--- src/rtl/lc3b_types.sv ---
// Shared LC-3b memory-system types: word/line payloads and the arbiter state encoding.
package lc3b_types;

    localparam int unsigned WORD_W       = 16;
    localparam int unsigned LINE_W_DFLT  = 128;

    typedef logic [WORD_W-1:0]      lc3b_word;
    typedef logic [LINE_W_DFLT-1:0] lc3b_line;

    typedef enum logic [1:0] {
        IDLE    = 2'd0,
        SERVE_I = 2'd1,
        SERVE_D = 2'd2
    } arb_state_t;

endpackage

--- src/rtl/mem_arbiter.sv ---
// Two-requester (icache/dcache) arbiter in front of a single physical memory port.
// Dcache wins ties by default; define ARB_ROUND_ROBIN_EN to alternate grants on ties.
// Grants take one cycle from IDLE, resp passes through with no added latency, and
// every completed transfer is followed by one IDLE cycle.
module mem_arbiter
    import lc3b_types::*;
#(
    parameter int unsigned LINE_W = 128
) (
    input  logic              clk,
    input  logic              rst,

    input  logic              icache_read,
    input  lc3b_word          icache_address,
    output logic [LINE_W-1:0] icache_rdata,
    output logic              icache_resp,

    input  logic              dcache_read,
    input  logic              dcache_write,
    input  lc3b_word          dcache_address,
    input  logic [LINE_W-1:0] dcache_wdata,
    output logic [LINE_W-1:0] dcache_rdata,
    output logic              dcache_resp,

    output logic              pmem_read,
    output logic              pmem_write,
    output lc3b_word          pmem_address,
    output logic [LINE_W-1:0] pmem_wdata,
    input  logic [LINE_W-1:0] pmem_rdata,
    input  logic              pmem_resp
);

    arb_state_t state;
    arb_state_t state_next;

    logic dcache_req;
    logic icache_req;
    logic pick_icache_on_tie;

    assign dcache_req = dcache_read | dcache_write;
    assign icache_req = icache_read;

`ifdef ARB_ROUND_ROBIN_EN
    // 0 favours dcache on the next tie, 1 favours icache; flips to the side not just served.
    logic last_grant;

    // Tie-break history, updated on every completed transfer.
    always_ff @(posedge clk) begin
        if (rst) begin
            last_grant <= 1'b0;
        end else if (pmem_resp && (state != IDLE)) begin
            last_grant <= (state == SERVE_D);
        end
    end

    assign pick_icache_on_tie = last_grant;
`else
    assign pick_icache_on_tie = 1'b0;
`endif

    // State register.
    always_ff @(posedge clk) begin
        if (rst) begin
            state <= IDLE;
        end else begin
            state <= state_next;
        end
    end

    // Next-state: grant from IDLE, hold the grant until pmem_resp.
    always_comb begin
        state_next = state;
        case (state)
            IDLE: begin
                if (dcache_req && icache_req) begin
                    state_next = pick_icache_on_tie ? SERVE_I : SERVE_D;
                end else if (dcache_req) begin
                    state_next = SERVE_D;
                end else if (icache_req) begin
                    state_next = SERVE_I;
                end
            end
            SERVE_I: begin
                if (pmem_resp) begin
                    state_next = IDLE;
                end
            end
            SERVE_D: begin
                if (pmem_resp) begin
                    state_next = IDLE;
                end
            end
            default: state_next = IDLE;
        endcase
    end

    // Outputs: steer the granted requester onto the memory port.
    always_comb begin
        pmem_read    = 1'b0;
        pmem_write   = 1'b0;
        pmem_address = '0;
        pmem_wdata   = '0;
        icache_resp  = 1'b0;
        dcache_resp  = 1'b0;
        icache_rdata = pmem_rdata;
        dcache_rdata = pmem_rdata;
        case (state)
            SERVE_I: begin
                pmem_read    = 1'b1;
                pmem_address = icache_address;
                icache_resp  = pmem_resp;
            end
            SERVE_D: begin
                // Read and write together is treated as a write.
                pmem_read    = dcache_read & ~dcache_write;
                pmem_write   = dcache_write;
                pmem_address = dcache_address;
                pmem_wdata   = dcache_wdata;
                dcache_resp  = pmem_resp;
            end
            default: begin
            end
        endcase
    end

endmodule

--- config.mk ---
export PLATFORM = sky130hd
export DESIGN_NAME = mem_arbiter
export DESIGN_NICKNAME = d
export VERILOG_FILES = /design/src/rtl/lc3b_types.sv /design/src/rtl/mem_arbiter.sv
export SDC_FILE = /design/constraint.sdc
export NUM_CORES = 1
export LEC_CHECK = 0
export ABC_AREA = 1
export CAP_MARGIN = 20
export CORE_AREA = 2 2 272 274
export CTS_CLUSTER_SIZE = 14
export DETAILED_ROUTE_END_ITERATION = 8
export DIE_AREA = 0 0 274 276
export PLACE_DENSITY_LB_ADDON = 0.08
export SYNTH_ARGS = -nofsm -noshare
export SYNTH_HDL_FRONTEND = slang
export SYNTH_SLANG_ARGS = --single-unit
export TNS_END_PERCENT = 5
--- constraint.sdc ---
create_clock -name clk -period 2.25 [get_ports clk]
set_input_delay 0.225 -clock clk [delete_from_list [all_inputs] [get_ports clk]]
set_output_delay 0.225 -clock clk [all_outputs]
set_load 0.02 [all_outputs]
Word level (Yosys, flattened, before mapping)
Cells that the tools add are included.

Input port bits: 294. Bits in registers: 2. Word-level logic and storage cells: 23. Output and inout port bits: 404.

Bitwise gates (word level): 3. Reduce and logical (&&, ||, !) cells: 4. Equality and inequality tests: 4. Mux-type cells: 11.

Operators by type and width (number): two-way mux 128 bit (1); one-hot mux 16 bit (2 select lines) (1); two-way mux 2 bit (4); inequality test 4 bit, second input constant (1); one-hot mux 2 bit (2 select lines) (1); two-way mux 1 bit (3); == test 2 x 1 -> 1 bit, second input constant (1); == test 2 bit, second input constant (1); zero test 2 bit (1); inequality test 2 x 1 -> 1 bit, second input constant (1); one-hot mux 1 bit (2 select lines) (1); AND reduction 2 bit (1); OR reduction 2 bit (1); AND 1 bit (1); logical AND 1 bit (1); NOT 1 bit (1); OR 1 bit (1).

Longest topological paths before layout
Gate-level depths: netlist of the first run.

Word-level depth: 4. Gate-level depth with buffers: 8. Gate-level depth less buffers: 8.

Least setup slack after synthesis of the first run
No wires, ideal clock.

Path type: register -> output. From: register state[1]. To: output pmem_address[0]. Arrival time: 1381 ps. Cell stages (with the launch flop): 6. Path buffers: 1. Setup slack: 644 ps. Data required time: 2025 ps. Cell sequence: dfxtp_1 inv_1 ha_1 clkinv_1 buf_4 a21oi_1.

Word-level cells in the longest chain between the ends: 2. Elaborated cells between the ends (all ways): 3. Those cells by class: eq/ne: 2; mux: 1.

RTL lines: start, declared (RTL line mem_arbiter.sv:33) `arb_state_t state;`; start signal, assigned (RTL line mem_arbiter.sv:66) `state <= state_next;`; == test 2 bit / == test 2 x 1 -> 1 bit (equally long branches) (RTL line mem_arbiter.sv:107) `case (state)`; one-hot mux 16 bit (2 select lines) (*) (RTL line mem_arbiter.sv:107); end, declared (RTL line mem_arbiter.sv:27) `output lc3b_word pmem_address,`.

Every way passes the cells marked *; elsewhere a longest branch is shown, timed or not.

Worst setup path in the final report of the first run
From: register state[0]. To: output pmem_wdata[34].

Word-level cells in the longest chain between the ends: 2.

RTL lines: == test 2 bit (RTL line mem_arbiter.sv:107); two-way mux 128 bit (RTL line mem_arbiter.sv:107); end, declared (RTL line mem_arbiter.sv:28) `output logic [LINE_W-1:0] pmem_wdata,`.

Every way passes these cells.

==> metrics, run 1 <==
area share of the largest cell type after synthesis=0.565; maximum resistive drop on vdd=about 0.00018 V; power density relative to cell area=263 nW/um^2; IO Port Bufs=313; Most common cell on crit path=sky130_fd_sc_hd__inv_1; most used flip-flop cell after synthesis=sky130_fd_sc_hd__dfxtp_1; Post-CTS Setup Inserts=0; Slew @ Worst Pin=283 ps; count of yosys warnings during synthesis=0; Clk Latency, worst-skew pair=220 ps; Mapped Avg Cell Area=5.64 sq um; power after layout=~1600 uW; vias after detailed routing=3,317; instance area after placement=slightly below 6000 sq um; pin count of the biggest net entering global routing=33; post-detailed-route wirelength per cell=11.2 microns; fraction of layout instances using a drive strength above 1=0.0285; total standard cell area after synthesis=3450 sq um; final layout net count=about 970; TritonCTS clock tree=done; number of max-slew violations in the final report=0; non-filler cells in the finished layout=1,627; arrival time of data at the critical path endpoint=1930 ps; number of buffers added to fix hold violations after cts=0; number of search-and-repair iterations in the first detailed-routing pass=5; Largest register FFs=2; final hold vios=0; number of standard cells after synthesis=612; TritonCTS Buffers=3; number of DRC markers in iteration 0=94; Post-synth EDFFs=0; buffer levels on the longest clock path=2; critical path endpoint category=output pin; required time at the endpoint of the critical path=2030 ps; area overhead of the layout relative to synthesis=77.7%; initial antenna violation count=0; Chip Width=274 microns; hold depth=0; sort of element at the start of the critical path=flip-flop; die extent in y=276 microns; outcome=complete, no violations; global-route wire length before repair=roughly 24,000 microns; Reg with most FFs=state; startpoint of the tightest hold check path=pmem_rdata[1]; #FFs+latches synth=2; Final min period=2160 ps; cell row count=99; Max-slew headroom=0.811; highest clock rate=0.464 GHz; total setup violations reported at the end of the flow=0; Endpoint, Worst Hold=dcache_rdata[1]; sequential-to-total area share from yosys stat=0.0116; number of global-route vias before repair=3,474; ratio of final minimum period to clock period=0.959; RR Startpoint=state[0]$_SDFFE_PP0P_; final hold slack=450 ps; Core Box Area=roughly 73,000 sq um; Max Cap Violations=0; Clock Pin Slew Worst Setup and Hold Paths=around 30 ps; final weighted congestion of routability-driven global placement=0.668; setup repair after global routing missed its margin=false; final-layout setup total negative slack=0 ps; IO Count=698; wirelength, routed=18,300 microns; total die area=approximately 76,000 sq um; leakage power=about 0.004 uW; Worst Path Max Fanout=32; type of the worst min-delay path=input pin to output pin; net count of the mapped netlist=910; detailed-route DRC error count=0; cell count after placement=1,623; ordered cell list for the critical path=inv_1 > ha_4 > buf_12 > nand2_1 > inv_1 > clkdlybuf4s50_1; GRT Util Overall=0.0436; Crit path largest cell delay=640 ps; HPWL after DPL=15,900 microns; Remaining Overflow, GRT=0; post-synthesis async set-or-reset flop share=0; cells taking the most area after synthesis=sky130_fd_sc_hd__buf_4 57%, sky130_fd_sc_hd__nand2_1 18%, sky130_fd_sc_hd__inv_1 15%; worst setup path class=flip-flop to output pin; worst-case reg-to-reg path depth=6; Worst path slowest cell=sky130_fd_sc_hd__clkdlybuf4s50_1; final clock skew=1.72 ps; root buffer selected by CTS=sky130_fd_sc_hd__clkbuf_16; initial standard-cell utilization of the core=0.0476; post-detailed-route via-to-cell ratio=2.04; antenna viol nets, final=0; worst setup slack for register-to-register paths=around 1100 ps; number of H-tree levels=1; Critical R2R Capture=state[1]$_SDFFE_PP0P_; number of clock sinks=2; largest registers=state x2; most frequently used cell type in the post-synthesis netlist=sky130_fd_sc_hd__buf_4; Post-Layout Inst Area=6140 sq um; count of cell types in the netlist=13; Synth area leader=sky130_fd_sc_hd__buf_4; most numerous cell types in the synthesized netlist=260 x sky130_fd_sc_hd__buf_4, 169 x sky130_fd_sc_hd__nand2_1, 136 x sky130_fd_sc_hd__inv_1, 19 x sky130_fd_sc_hd__a21oi_1, 10 x sky130_fd_sc_hd__buf_6
how the worst max path moves through the flow:
stage                          startpoint         endpoint  slack [ps]  depth (start not counted)
floorplan           state[1]$_SDFFE_PP0P_  pmem_address[0]         640                          5
global placement    state[0]$_SDFFE_PP0P_  pmem_address[6]         180                          6
detailed placement  state[0]$_SDFFE_PP0P_  pmem_address[9]         190                          6
CTS                 state[0]$_SDFFE_PP0P_   pmem_wdata[76]           1                          7
global route        state[0]$_SDFFE_PP0P_   pmem_wdata[34]         0.7                          6
finish              state[0]$_SDFFE_PP0P_   pmem_wdata[34]          90                          6
report_power, final:
group	total, uW	switching, uW	internal (uW)
clock	262	36.6	226
combinational	1310	632	678
sequential	40.7	1.99	38.7
total	1610	670	942
layout by cell type (no fill, tap or decap):
cell type,instances
sky130_fd_sc_hd__a21oi_1,19
sky130_fd_sc_hd__buf_12,8
sky130_fd_sc_hd__buf_4,7
sky130_fd_sc_hd__clkbuf_16,3
sky130_fd_sc_hd__clkdlybuf4s50_1,220
sky130_fd_sc_hd__clkinv_1,1
sky130_fd_sc_hd__dfxtp_1,2
sky130_fd_sc_hd__diode_2,1
sky130_fd_sc_hd__dlygate4sd2_1,24
sky130_fd_sc_hd__dlymetal6s2s_1,69
sky130_fd_sc_hd__ha_1,3
sky130_fd_sc_hd__ha_4,1
sky130_fd_sc_hd__inv_1,136
sky130_fd_sc_hd__nand2_1,169
sky130_fd_sc_hd__nand3b_1,1
sky130_fd_sc_hd__nand4_1,1
sky130_fd_sc_hd__nor2_1,3
metrics by stage:
| stage | utilization | setup slack (ps) |
|---|---|---|
| after floorplan | - | 644 |
| after global placement | 0.0815 | 176 |
| after detailed placement | 0.0815 | 194 |
| after CTS | 0.0821 | 1.11 |
| after global routing | 0.0845 | 0.697 |
| final | 0.0845 | 92.9 |
worst max-delay path, delay by kind of cell (launching register included):
family                     cells  cell delay [ps]
buffers and inverters          4             1110
adders and majority gates      1              200
DFF                            1              320
and+or+nand+nor                1               70
area by class of cell:
cell class	instances	area [sq um]
diodes	1	2.50
clock buffers	3	75.1
fillers	8572	66500
inverters	137	514
multi-input cells	197	817
flip-flops and latches	2	40.0
well taps	959	1200
repair buffers	328	3490
cells by family after synthesis:
group | after synthesis | synth area share
buffers and inverters | 413 | 0.755
AND/OR/NAND/NOR | 174 | 0.191
AO/OA/AOI/OAI | 19 | 0.0275
adder cells (fa/ha/maj) | 4 | 0.0145
flip-flops | 2 | 0.0116
metal layers:
layer / vias up / global-route usage / wire [microns]
met3: 21 / 0.0446 / 4100
li1: 1557 / - / -
met2: 428 / 0.0657 / 7510
met5: - / 0.0160 / 151
met4: 4 / 0.00418 / 109
met1: 1307 / 0.0422 / 6390
what timing repair did:
| item | CTS | global route |
|---|---|---|
| gates resized for setup | 24 | 69 |
| setup endpoints to repair | 24 | 69 |
| cloned | 0 | 0 |
Power figures use the tool's default switching activity.
==> run 2: changes to the inputs <==
Settings changed: GPL_TIMING_DRIVEN set to 0.
==> run 2 against run 1 <==
Maximum frequency decreased by 1.1%; clock-buffer cell count unchanged; largest cell class unchanged; critical endpoint is now pmem_wdata[24]; die area unchanged; critical path type unchanged; core utilization increased by 5.8 points; worst hold slack improved by 57 ps; clock power increased by 2%; setup slack got worse by 24 ps.
==> metrics, run 2 (synthesized netlist as in run 1, its figures left out) <==
logic depth of the worst path, buffers included=7 (+1); multi-input gate area in the final layout=805 sq um (-1.5%); worst setup slack for register-to-register paths=1030 ps (-20 ps); worst setup path class=flip-flop to output pin; Worst path slowest cell=sky130_fd_sc_hd__clkdlybuf4s50_1; post-detailed-route wirelength per cell=13.7 microns (+22%); most common cell after layout, fill and taps aside=sky130_fd_sc_hd__clkdlybuf4s50_1; non-filler cells in the finished layout=2,143 (+32%); TritonCTS Buffers=3 (unchanged); Post-CTS Setup Inserts=0 (unchanged); number of search-and-repair iterations in the first detailed-routing pass=4 (-1); final layout net count=1,484 (+53%); total die area=75,600 sq um (unchanged); buffer levels on the longest clock path=2 (unchanged); fraction of layout instances using a drive strength above 1=0.239 (+0.211); arrival time of data at the critical path endpoint=1960 ps (+30 ps); Worst Path Max Fanout=10 (-69%); initial antenna violation count=0 (unchanged); met1 wire length=9480 microns (+48%); detailed route wirelength on metal2=17,300 microns (+130%); Crit path largest cell delay=620 ps (-20 ps); final-layout setup total negative slack=0 ps (unchanged); Clock Pin Slew Worst Setup and Hold Paths=30 ps (about the same); Slew @ Worst Pin=319 ps (+35.4 ps); worst-case reg-to-reg path depth=6 (unchanged); sort of element at the start of the critical path=flip-flop; Core Box Area=72,600 sq um (unchanged); setup repair after global routing missed its margin=true; total setup violations reported at the end of the flow=0 (unchanged); cell row count=99 (unchanged); power density relative to cell area=261 nW/um^2 (-0.52%); Chip Width=274 microns (unchanged); outcome=complete, no violations; required time at the endpoint of the critical path=2030 ps (about the same); number of buffers added to fix hold violations after cts=0 (unchanged); critical path endpoint category=output pin; leakage power=0.00593 uW (+47%); uppermost signal routing layer after detailed routing=met4; HPWL after DPL=27,400 microns (+72%); final hold vios=0 (unchanged); global-route wire length before repair=38,700 microns (+59%); pin count of the biggest net entering global routing=11 (-67%); total of cells resized after clock tree synthesis=121 (+400%); cell count after placement=2,140 (+32%); post-detailed-route via-to-cell ratio=2.35 (+15%); Final min period=2180 ps (+23.7 ps); number of global-route vias before repair=4,901 (+41%); number of max-slew violations in the final report=0 (unchanged); root buffer selected by CTS=sky130_fd_sc_hd__clkbuf_16; IO Port Bufs=569 (+82%); Largest register FFs=2 (unchanged); power after layout=2700 uW (+68%); critical path startpoint=state[0]$_SDFFE_PP0P_; maximum resistive drop on vdd=0.000153 V (-16%); sequential cell area=40.0 sq um (unchanged); Remaining Overflow, GRT=0 (unchanged); IO Count=698 (unchanged); detailed-route DRC error count=0 (unchanged); Reg with most FFs=state; number of H-tree levels=1 (unchanged); Critical R2R Capture=state[0]$_SDFFE_PP0P_; antenna viol nets, final=0 (unchanged); ratio of final minimum period to clock period=0.969 (+0.0105); wirelength, routed=29,300 microns (+60%); count of buffering cells on the critical path with inverters included=5 (+1); Filler cells=8,442 (-1.5%); ordered cell list for the critical path=inv_1 > ha_1 > buf_2 > buf_2 > nand2_1 > inv_1 > clkdlybuf4s50_1; Largest delay share family, worst path=buffers and inverters; die extent in y=276 microns (unchanged); initial standard-cell utilization of the core=0.0476 (unchanged); type of the worst min-delay path=flip-flop to flip-flop; vias after detailed routing=5,045 (+52%); most frequent cells in the layout=427 x sky130_fd_sc_hd__clkdlybuf4s50_1, 262 x sky130_fd_sc_hd__buf_4, 169 x sky130_fd_sc_hd__nand2_1, 136 x sky130_fd_sc_hd__inv_1, 112 x sky130_fd_sc_hd__dlygate4sd2_1; final weighted congestion of routability-driven global placement=0.800 (+20%); Max-slew headroom=0.787 (-0.0233); number of clock sinks=2 (unchanged); Clk Latency, worst-skew pair=220 ps (about the same); TritonCTS clock tree=done; capture point of the critical path=pmem_wdata[24]; RR Startpoint=state[0]$_SDFFE_PP0P_; met3 routed wirelength=2460 microns (-40%); largest registers=state x2; final clock skew=2.07 ps (+0.347 ps); Max Cap Violations=0 (unchanged); area overhead of the layout relative to synthesis=200%; number of antenna cells inserted=0 (-1); number of DRC markers in iteration 0=65 (-31%); GRT Util Overall=0.0710 (+0.0274); highest clock rate=0.459 GHz (-1.1%)
## run 2: cell types whose count changed in the layout (fill, tap and decap cells not counted), sizes merged
cell	delta
buf	+259
clkbuf	+5
clkdlybuf4s15	+1
clkdlybuf4s50	+207
diode	-1
dlygate4sd2	+88
dlymetal6s2s	-43
## run 2: how the worst min path moves through the flow
stage / from / endpoint / slack, ps / cells after the start
after floorplan: rst / state[0]$_SDFFE_PP0P_ / 290 / 1
after global placement: state[0]$_SDFFE_PP0P_ / state[0]$_SDFFE_PP0P_ / 500 / 2
after detailed placement: state[0]$_SDFFE_PP0P_ / state[0]$_SDFFE_PP0P_ / 500 / 2
after CTS: state[0]$_SDFFE_PP0P_ / state[0]$_SDFFE_PP0P_ / 510 / 2
after global routing: state[1]$_SDFFE_PP0P_ / state[1]$_SDFFE_PP0P_ / 530 / 2
final: state[0]$_SDFFE_PP0P_ / state[0]$_SDFFE_PP0P_ / 510 / 2
## run 2: stage by stage
stage | util | hold WS, ps | cell area, sq um | setup slack [ps]
6_report | 0.143 | 507 | 10400 | 69.2
3_3_place_gp | 0.143 | 500 | 10300 | -115
5_1_grt | 0.143 | 532 | 10400 | -102
2_1_floorplan | - | 294 | 3450 | 644
3_5_place_dp | 0.143 | 503 | 10300 | -110
4_1_cts | 0.142 | 507 | 10300 | -16.8
## run 2: worst reg2reg max path, stage by stage (launching register included)
cell,delay (ps)
sky130_fd_sc_hd__dfxtp_1,370
sky130_fd_sc_hd__inv_1,100
sky130_fd_sc_hd__ha_1,330
sky130_fd_sc_hd__nand2_1,120
sky130_fd_sc_hd__nand2_1,80
sky130_fd_sc_hd__nand2_1,60
sky130_fd_sc_hd__a21oi_1,50
## run 2: where the power goes
part | leakage, uW | switching [uW] | internal [uW] | total [uW]
clock network | 0.0000370 | 39.6 | 226 | 266
registers | 0.0000164 | 3.50 | 38.7 | 42.2
logic | 0.00587 | 1150 | 1250 | 2400
total | 0.00593 | 1190 | 1510 | 2700
## run 2: final cells by class
type | count | share of cell area
plain buffers | 276 | 0.204
clock buffers | 3 | 0.00725
inverters | 137 | 0.0498
multi-input cells | 197 | 0.0777
flip-flops and latches | 2 | 0.00387
well taps | 959 | 0.116
repair buffers | 569 | 0.542
## run 2: routing by layer
layer  vias to the layer above  track usage
met5                         -            0
met1                      2207       0.0661
met3                         4       0.0190
met2                       242        0.154
li1                       2592            -
met4                         0      0.00348
==> run 3: changes to the inputs <==
Settings changed: CAP_MARGIN 20 to 0.
==> results of run 3 <==
No change in the layout: final DEF, timing and power equal those of run 2.
